--- src/rtl/mem_arbiter.sv ---
// Shares one main-memory port between I-cache block fills and D-cache block
// fills / single-word write-throughs, with round-robin arbitration on contention.
module mem_arbiter #(
    parameter int MEM_LATENCY     = 4,
    parameter int WORDS_PER_BLOCK = 8
) (
    input  logic        clk,
    input  logic        rst,
    input  logic        i_req,
    input  logic [15:0] i_addr,
    input  logic        d_req,
    input  logic        d_write,
    input  logic [15:0] d_addr,
    input  logic [15:0] d_wdata,
    input  logic [15:0] mem_rdata,
    input  logic        mem_data_valid,
    output logic [15:0] mem_addr,
    output logic [15:0] mem_wdata,
    output logic        mem_enable,
    output logic        mem_wr,
    output logic        i_grant,
    output logic        d_grant,
    output logic [15:0] fill_data,
    output logic        fill_valid_i,
    output logic        fill_valid_d,
    output logic [2:0]  fill_word,
    output logic        i_done,
    output logic        d_done,
    output logic        busy
);

    typedef enum logic [2:0] {
        S_IDLE    = 3'd0,
        S_I_FILL  = 3'd1,
        S_D_FILL  = 3'd2,
        S_D_WRITE = 3'd3,
        S_DONE    = 3'd4
    } state_t;

    localparam logic       OWN_I       = 1'b0;
    localparam logic       OWN_D       = 1'b1;
    localparam logic [3:0] BLOCK_WORDS = 4'(WORDS_PER_BLOCK);
    localparam logic [3:0] LAST_WORD   = 4'(WORDS_PER_BLOCK - 1);

    state_t      state_q, state_d;
    logic [3:0]  issue_cnt_q, issue_cnt_d;
    logic [3:0]  recv_cnt_q, recv_cnt_d;
    logic        last_owner_q, last_owner_d;
    logic        i_grant_q, i_grant_d;
    logic        d_grant_q, d_grant_d;
    logic        i_done_q, i_done_d;
    logic        d_done_q, d_done_d;
    logic        busy_q, busy_d;
    logic [15:0] addr_q, addr_d;
    logic [15:0] wdata_q, wdata_d;

    logic        pick_d;
    logic        fill_active;
    logic        issuing;

    always_comb begin
        state_d      = state_q;
        issue_cnt_d  = issue_cnt_q;
        recv_cnt_d   = recv_cnt_q;
        last_owner_d = last_owner_q;
        i_grant_d    = i_grant_q;
        d_grant_d    = d_grant_q;
        i_done_d     = 1'b0;
        d_done_d     = 1'b0;
        busy_d       = busy_q;
        addr_d       = addr_q;
        wdata_d      = wdata_q;
        // D wins when alone, or on contention when I owned the port last.
        pick_d       = d_req && (!i_req || last_owner_q == OWN_I);

        case (state_q)
            S_IDLE: begin
                if (pick_d) begin
                    last_owner_d = OWN_D;
                    d_grant_d    = 1'b1;
                    busy_d       = 1'b1;
                    addr_d       = d_addr;
                    wdata_d      = d_wdata;
                    state_d      = d_write ? S_D_WRITE : S_D_FILL;
                end else if (i_req) begin
                    last_owner_d = OWN_I;
                    i_grant_d    = 1'b1;
                    busy_d       = 1'b1;
                    addr_d       = i_addr;
                    state_d      = S_I_FILL;
                end
            end
            S_I_FILL, S_D_FILL: begin
                if (issue_cnt_q != BLOCK_WORDS) begin
                    issue_cnt_d = issue_cnt_q + 4'd1;
                end
                if (mem_data_valid) begin
                    recv_cnt_d = recv_cnt_q + 4'd1;
                    if (recv_cnt_q == LAST_WORD) begin
                        state_d  = S_DONE;
                        i_done_d = (state_q == S_I_FILL);
                        d_done_d = (state_q == S_D_FILL);
                    end
                end
            end
            S_D_WRITE: begin
                state_d  = S_DONE;
                d_done_d = 1'b1;
            end
            S_DONE: begin
                state_d     = S_IDLE;
                i_grant_d   = 1'b0;
                d_grant_d   = 1'b0;
                busy_d      = 1'b0;
                issue_cnt_d = 4'd0;
                recv_cnt_d  = 4'd0;
            end
            default: begin
                state_d = S_IDLE;
            end
        endcase
    end

    always_ff @(posedge clk) begin
        if (rst) begin
            state_q      <= S_IDLE;
            issue_cnt_q  <= 4'd0;
            recv_cnt_q   <= 4'd0;
            last_owner_q <= OWN_I;
            i_grant_q    <= 1'b0;
            d_grant_q    <= 1'b0;
            i_done_q     <= 1'b0;
            d_done_q     <= 1'b0;
            busy_q       <= 1'b0;
        end else begin
            state_q      <= state_d;
            issue_cnt_q  <= issue_cnt_d;
            recv_cnt_q   <= recv_cnt_d;
            last_owner_q <= last_owner_d;
            i_grant_q    <= i_grant_d;
            d_grant_q    <= d_grant_d;
            i_done_q     <= i_done_d;
            d_done_q     <= d_done_d;
            busy_q       <= busy_d;
        end
    end

    // Captured request address/data; only observed while the state says they are valid.
    always_ff @(posedge clk) begin
        addr_q  <= addr_d;
        wdata_q <= wdata_d;
    end

    assign fill_active = (state_q == S_I_FILL) || (state_q == S_D_FILL);
    assign issuing     = fill_active && (issue_cnt_q < BLOCK_WORDS);

    assign mem_enable = issuing || (state_q == S_D_WRITE);
    assign mem_wr     = (state_q == S_D_WRITE);
    assign mem_wdata  = mem_wr ? wdata_q : 16'h0000;

    always_comb begin
        mem_addr = 16'h0000;
        if (mem_wr) begin
            mem_addr = addr_q;
        end else if (issuing) begin
            mem_addr = {addr_q[15:4], issue_cnt_q[2:0], 1'b0};
        end
    end

    assign fill_valid_i = mem_data_valid && (state_q == S_I_FILL);
    assign fill_valid_d = mem_data_valid && (state_q == S_D_FILL);
    assign fill_data    = (fill_valid_i || fill_valid_d) ? mem_rdata : 16'h0000;
    assign fill_word    = recv_cnt_q[2:0];

    assign i_grant = i_grant_q;
    assign d_grant = d_grant_q;
    assign i_done  = i_done_q;
    assign d_done  = d_done_q;
    assign busy    = busy_q;

    // A returned word must line up with a read issued MEM_LATENCY cycles earlier.
    a_fill_latency : assert property (@(posedge clk) disable iff (rst)
        (fill_active && mem_data_valid) |-> $past(issuing, MEM_LATENCY));

endmodule

--- config.mk ---
export PLATFORM = sky130hd
export DESIGN_NAME = mem_arbiter
export DESIGN_NICKNAME = d
export VERILOG_FILES = /design/src/rtl/mem_arbiter.sv
export SDC_FILE = /design/constraint.sdc
export NUM_CORES = 1
export LEC_CHECK = 0
export CAP_MARGIN = 20
export CORE_MARGIN = 8
export CORE_UTILIZATION = 35
export CTS_CLUSTER_DIAMETER = 80
export DETAILED_ROUTE_END_ITERATION = 8
export PLACE_DENSITY = 0.76
export SYNTH_ARGS = -nofsm -noshare
export SYNTH_HDL_FRONTEND = slang
export SYNTH_SLANG_ARGS = --single-unit
--- constraint.sdc ---
create_clock -name clk -period 1.7 [get_ports clk]
set_input_delay 0.17 -clock clk [delete_from_list [all_inputs] [get_ports clk]]
set_output_delay 0.17 -clock clk [all_outputs]
set_load 0.02 [all_outputs]
After elaboration in Yosys (flattened, before gate mapping)
Cells that the tools add are included.
W data, S select, Z words.
{ "op_classes": {"addsub": 2, "n_lt_le_gt_ge": 1, "n_eq_ne": 13, "mux": 28, "reduce_logical": 23, "bitwise_logic": 4} }
{ "ops": {"columns": ["operator", "n"], "rows": [
  ["$mux W16", 6],
  ["$pmux W4 S2", 2],
  ["$mux W3", 4],
  ["$ne A2 B2 Y1 const B", 6],
  ["$reduce_and A2 Y1", 6],
  ["$mux W1", 9],
  ["$pmux W3 S3", 1],
  ["$add A4 B1 Y4 const B", 2],
  ["$mux W4", 2],
  ["$pmux W1 S2", 4],
  ["$eq A3 B2 Y1 const B", 2],
  ["$reduce_and A3 Y1", 2],
  ["$reduce_bool A2 Y1", 3],
  ["$eq A4 B3 Y1 const B", 1],
  ["$logic_and A1 B1 Y1", 4],
  ["$logic_or A1 B1 Y1", 4],
  ["$lt A4 B4 Y1 const B", 1],
  ["$ne A4 B4 Y1 const B", 1],
  ["$not A1 Y1", 4],
  ["$reduce_or A4 Y1", 1],
  ["$eq A3 B1 Y1 const B", 1],
  ["$eq A3 B3 Y1 const B", 1],
  ["$logic_not A3 Y1", 1],
  ["$ne A3 B3 Y1 const B", 1],
  ["other kinds (2)", 2]
]} }
{ "word_totals": {"regBits": 49, "in_bits": 70, "output_inout_bits": 60} }

Longest topological paths before layout
{ "depth": {"depth_word": 5, "depth_mapped": 5} }

Worst setup path before layout
No wires, ideal clock.
{ "synth_timing": {"path_type": "register to register", "from": "register last_owner_q", "to": "register wdata_q[0] (enable)", "setup_slack_ns": -0.026, "synth_period_minus_slack_ns": 1.726, "path_stages_with_launch": 5, "required_ns": 1.326, "arrival_ns": 1.352, "path_cell_list": "dfxtp_1 -> a21boi_0 -> buf_2 -> buf_2 -> and2_1"} }
{ "synth_between": {"elab_chain_cells": 4} }
{ "synth_lines": {"columns": ["item", "line", "source"], "rows": [
  ["start, declared", "48", "logic last_owner_q, last_owner_d;"],
  ["start signal, assigned", "139", "last_owner_q <= last_owner_d;"],
  ["$not A1 Y1", "74", "pick_d = d_req && (!i_req || last_owner_q == OWN_I);"],
  ["$logic_or A1 B1 Y1", "74", null],
  ["$logic_and A1 B1 Y1", "74", null],
  ["$reduce_and A2 Y1 (no source line)", null, null],
  ["end signal, assigned", "151", "wdata_q <= wdata_d;"],
  ["end, declared", "55", "logic [15:0] wdata_q, wdata_d;"]
]} }
No other way between the ends.
A chain may end at the register's enable or synchronous reset.

Worst setup path after layout
{ "layout_timing": {"from": "register state_q[1]", "to": "output port fill_data[0]"} }
{ "layout_between": {"elab_chain_cells": 4} }
{ "layout_lines": {"columns": ["item", "line", "source"], "rows": [
  ["start, declared", "45", "state_t state_q, state_d;"],
  ["start signal, assigned", "136", "state_q <= state_d;"],
  ["$eq A3 B1 Y1 / $eq A3 B2 Y1 (equally long branches)", "170, 171", null],
  ["$logic_and A1 B1 Y1, on equally long branches", "170, 171", null],
  ["$logic_or A1 B1 Y1 (*)", "172", "assign fill_data = (fill_valid_i || fill_valid_d) ? mem_rdata : 16'h0000;"],
  ["$mux W16 (*)", "172", null],
  ["end, declared", "23", "output logic [15:0] fill_data,"]
]} }
Mark *: on every way between the ends. The rest lies on a longest branch, timed or not.

==> impl_results.md <==
* Port-buffer cells at 129
* Net switching power at 0.001042 W
* Crit share post-route at 99.95%
* Clock Tree Buf Depth at 2
* Syn_area_per_cell at 11.23 um^2
* Ys Warns at 0
* Netlist cell types at 37
* Worst skew pair latency at 0.30 ns
* Flop pwr share at 44.0%
* Root Driver: clkbuf_8
* Total gr overflow at 0
* Prevailing post-synth register cell: edfxtp_1
* Clock H-tree levels at 2
* # DRC at 0
* DP HPWL at 5.582 mm
* Syn Nets at 285
* Critical path startpoint category: flop
* Leak pwr at 1.687 nW
* Combinational Power Share at 36.1%
* Largest net degree at the start of global routing at 17
* Min-delay worst type: input port to flop
* Number of DRC markers in iteration 0 at 51
* Ant. Diodes at 0
* Achievable Freq at 0.5885 GHz
* PwrDens at 826.8 nW/um^2
* Status: finished clean
* Multi-input gate area at 1066 um^2
* Post-route setup TNS at 0 ns
* DP Cell Count at 435
* Clock network fraction of total power at 19.9%
* Worst Path Arrival at 1.53 ns
* Drt first pass iters at 4
* RSZ-0062 raised after global routing: yes
* Maximum vdd ir drop at 0.5024 mV
* Internal at 0.002366 W
* Initial antenna violation count at 0
* Sw Share at 30.58%
* Wire per inst at 15.90 um
* Clock sink total at 49
* Die Wd at 98.46 um
* Max FO, Critical Path at 8
* Number of flops mapped to enable cells by yosys at 32
* Most instantiated cells after synthesis: 47 x and2_1, 32 x edfxtp_1, 17 x dfxtp_1
* Setup CP Type: flop to primary output
* Seq/Total Area, Yosys at 54.68%
* Nets@finish at 449
* Slew headroom at 71.95%
* Clock tree from TritonCTS: built
* Number of top-level pins at 130
* Antenna Nets Post-Route at 0
* Post-synthesis async set-or-reset flop share at 0%
* First-pass GRT wire length at 11.43 mm
* Worst stage delay on the critical path at 0.38 ns
* Num rows at 30
* Final setup viols at 0
* Hold slack at 0.4218 ns
* Worst slack at placement at -0.2741 ns
* FF+latch area at 1311 um^2
* Fin worst setup slack at 0.0008050 ns
* RePlAce Congestion at 0.8193
* Crit-path slowest cell: dfxtp_4
* FF+latch count, synth at 49
* Die area at 9694 um^2
* Cells after synthesis at 212
* CP endpoint kind: primary output
* Crit path max-delay family: buffers and inverters
* Least-Margin Pin Slew at 0.4102 ns
* Final Hold Viols at 0
* Fill cells at 557
* Core area at 6681 um^2
* Mapped cell area at 2380 um^2
* Share of cells above drive strength 1 at 40.05%
* Vias at 2189
* Area leader, netlist: edfxtp_1
* Starting Density at 35.62%
* Synth top area cells: edfxtp_1 40%, dfxtp_1 14%, and2_1 12%, mux2_2 7.6%, a21oi_1 3.2%
* P&R area growth vs syn at 73.24%
* Final Critical Period at 1.699 ns
* DR vias/cell at 4.790
* Fin Clk Skew at 0.007830 ns
* Clock Pin Slew Worst Setup and Hold Paths at 0.09 ns
* CP required at 1.53 ns
* Area share of the largest cell type after synthesis at 40.38%
* Total GRT Usage at 14.52%
* CP Buf/Inv Count at 2
* Post-Route WL at 7.265 mm
* Slew Viols, Final at 0
* Most common cell in the synthesized netlist: and2_1
* Max_cap viols at 0
* Vias in the first global route at 2290
* Critical Path, Cell by Cell: xnor2_2 -> nor2_2 -> buf_4 -> and2_1 -> clkdlybuf4s15_2
* Die Span Y at 98.46 um
* Layout Cells excl Fill at 457
* TritonCTS Buffers at 5
sequential cells by signal, indices dropped and copies added (netlist names):
signal,count
d_grant,1
issue_cnt_q,4
i_done,1
last_owner_q,1
wdata_q,16
busy,1
i_grant,1
addr_q,16
state_q,3
recv_cnt_q,4
d_done,1
logic make-up after synthesis:
family / synth area share (%)
multiplexers: 7.991
AO/OA/AOI/OAI: 8.465
adder cells (fa/ha/maj): 1.577
flip-flops: 54.68
buffers and inverters: 4.574
AND/OR/NAND/NOR: 21.98
XOR/XNOR: 0.7362
final timing paths:
check,cells after the start,to,slack [ns],start
min reg2reg,2,d_grant,0.49,d_grant
min,1,wdata_q[7],0.42,d_wdata[7]
max,5,fill_data[0],0.0008,state_q[1]
max reg2reg,7,addr_q[15],0.09,state_q[1]
layer usage:
metal	track usage, %	routed length [um]	vias up
met1	14.77	2786	1033
met4	3.896	63	0
li1	-	-	1081
met2	27.84	3968	71
met5	0	0	-
met3	4.369	447	4
layout by cell type (no fill, tap or decap), drive strengths merged, types with 2 or more instances in the layout:
master / netlist / routed
o21ai: 3 / 3
edfxtp: 32 / 32
nand2: 5 / 5
clkbuf: 5 / 8
clkdlybuf4s15: 0 / 3
nor2: 4 / 4
nand4: 4 / 4
buf: 10 / 89
and2: 47 / 47
inv: 8 / 8
clkdlybuf4s50: 0 / 77
nand3: 8 / 8
or3b: 2 / 2
clkinv: 0 / 3
or4: 3 / 3
nor3: 3 / 3
nand3b: 2 / 2
nand2b: 2 / 2
ha: 3 / 3
a2111oi: 2 / 2
a21oi: 15 / 15
nor3b: 2 / 2
o31ai: 5 / 5
mux2: 16 / 16
dfxtp: 17 / 17
final cells by class:
cell class	count	share of cell area, %
inverters	8	0.7284
clock buffers	5	1.669
flip-flops and latches	49	31.81
repair buffers	172	37.09
multi-input cells	140	25.86
clock inverters	3	0.4249
well taps	80	2.428
power by group through the flow:
stage | combinational, W | sequential, W | clock [W]
after floorplan | 0.000530 | 0.00151 | 0
after global placement | 0.00116 | 0.00151 | 0
after detailed placement | 0.00118 | 0.00152 | 0
after CTS | 0.00119 | 0.00150 | 0.000706
after global routing | 0.00132 | 0.00152 | 0.000753
final | 0.00123 | 0.00150 | 0.000679
metrics by stage:
stage	instance area (um^2)	power (W)	utilization (%)
2_1_floorplan	2381	0.002037	-
3_3_place_gp	3940	0.002672	58.97
3_5_place_dp	3940	0.002698	58.97
4_1_cts	4038	0.003392	60.43
5_1_grt	4123	0.003590	61.70
6_report	4123	0.003409	61.70
repair_timing:
action / in CTS / in global routing
gates cloned: 2 / 0
setup endpoints to repair: 52 / 57
pin swaps: 4 / 12
hold buffers: 0 / 0
gates resized for setup: 224 / 56
setup buffers: 10 / 2
(Power assumes the default switching activity.)
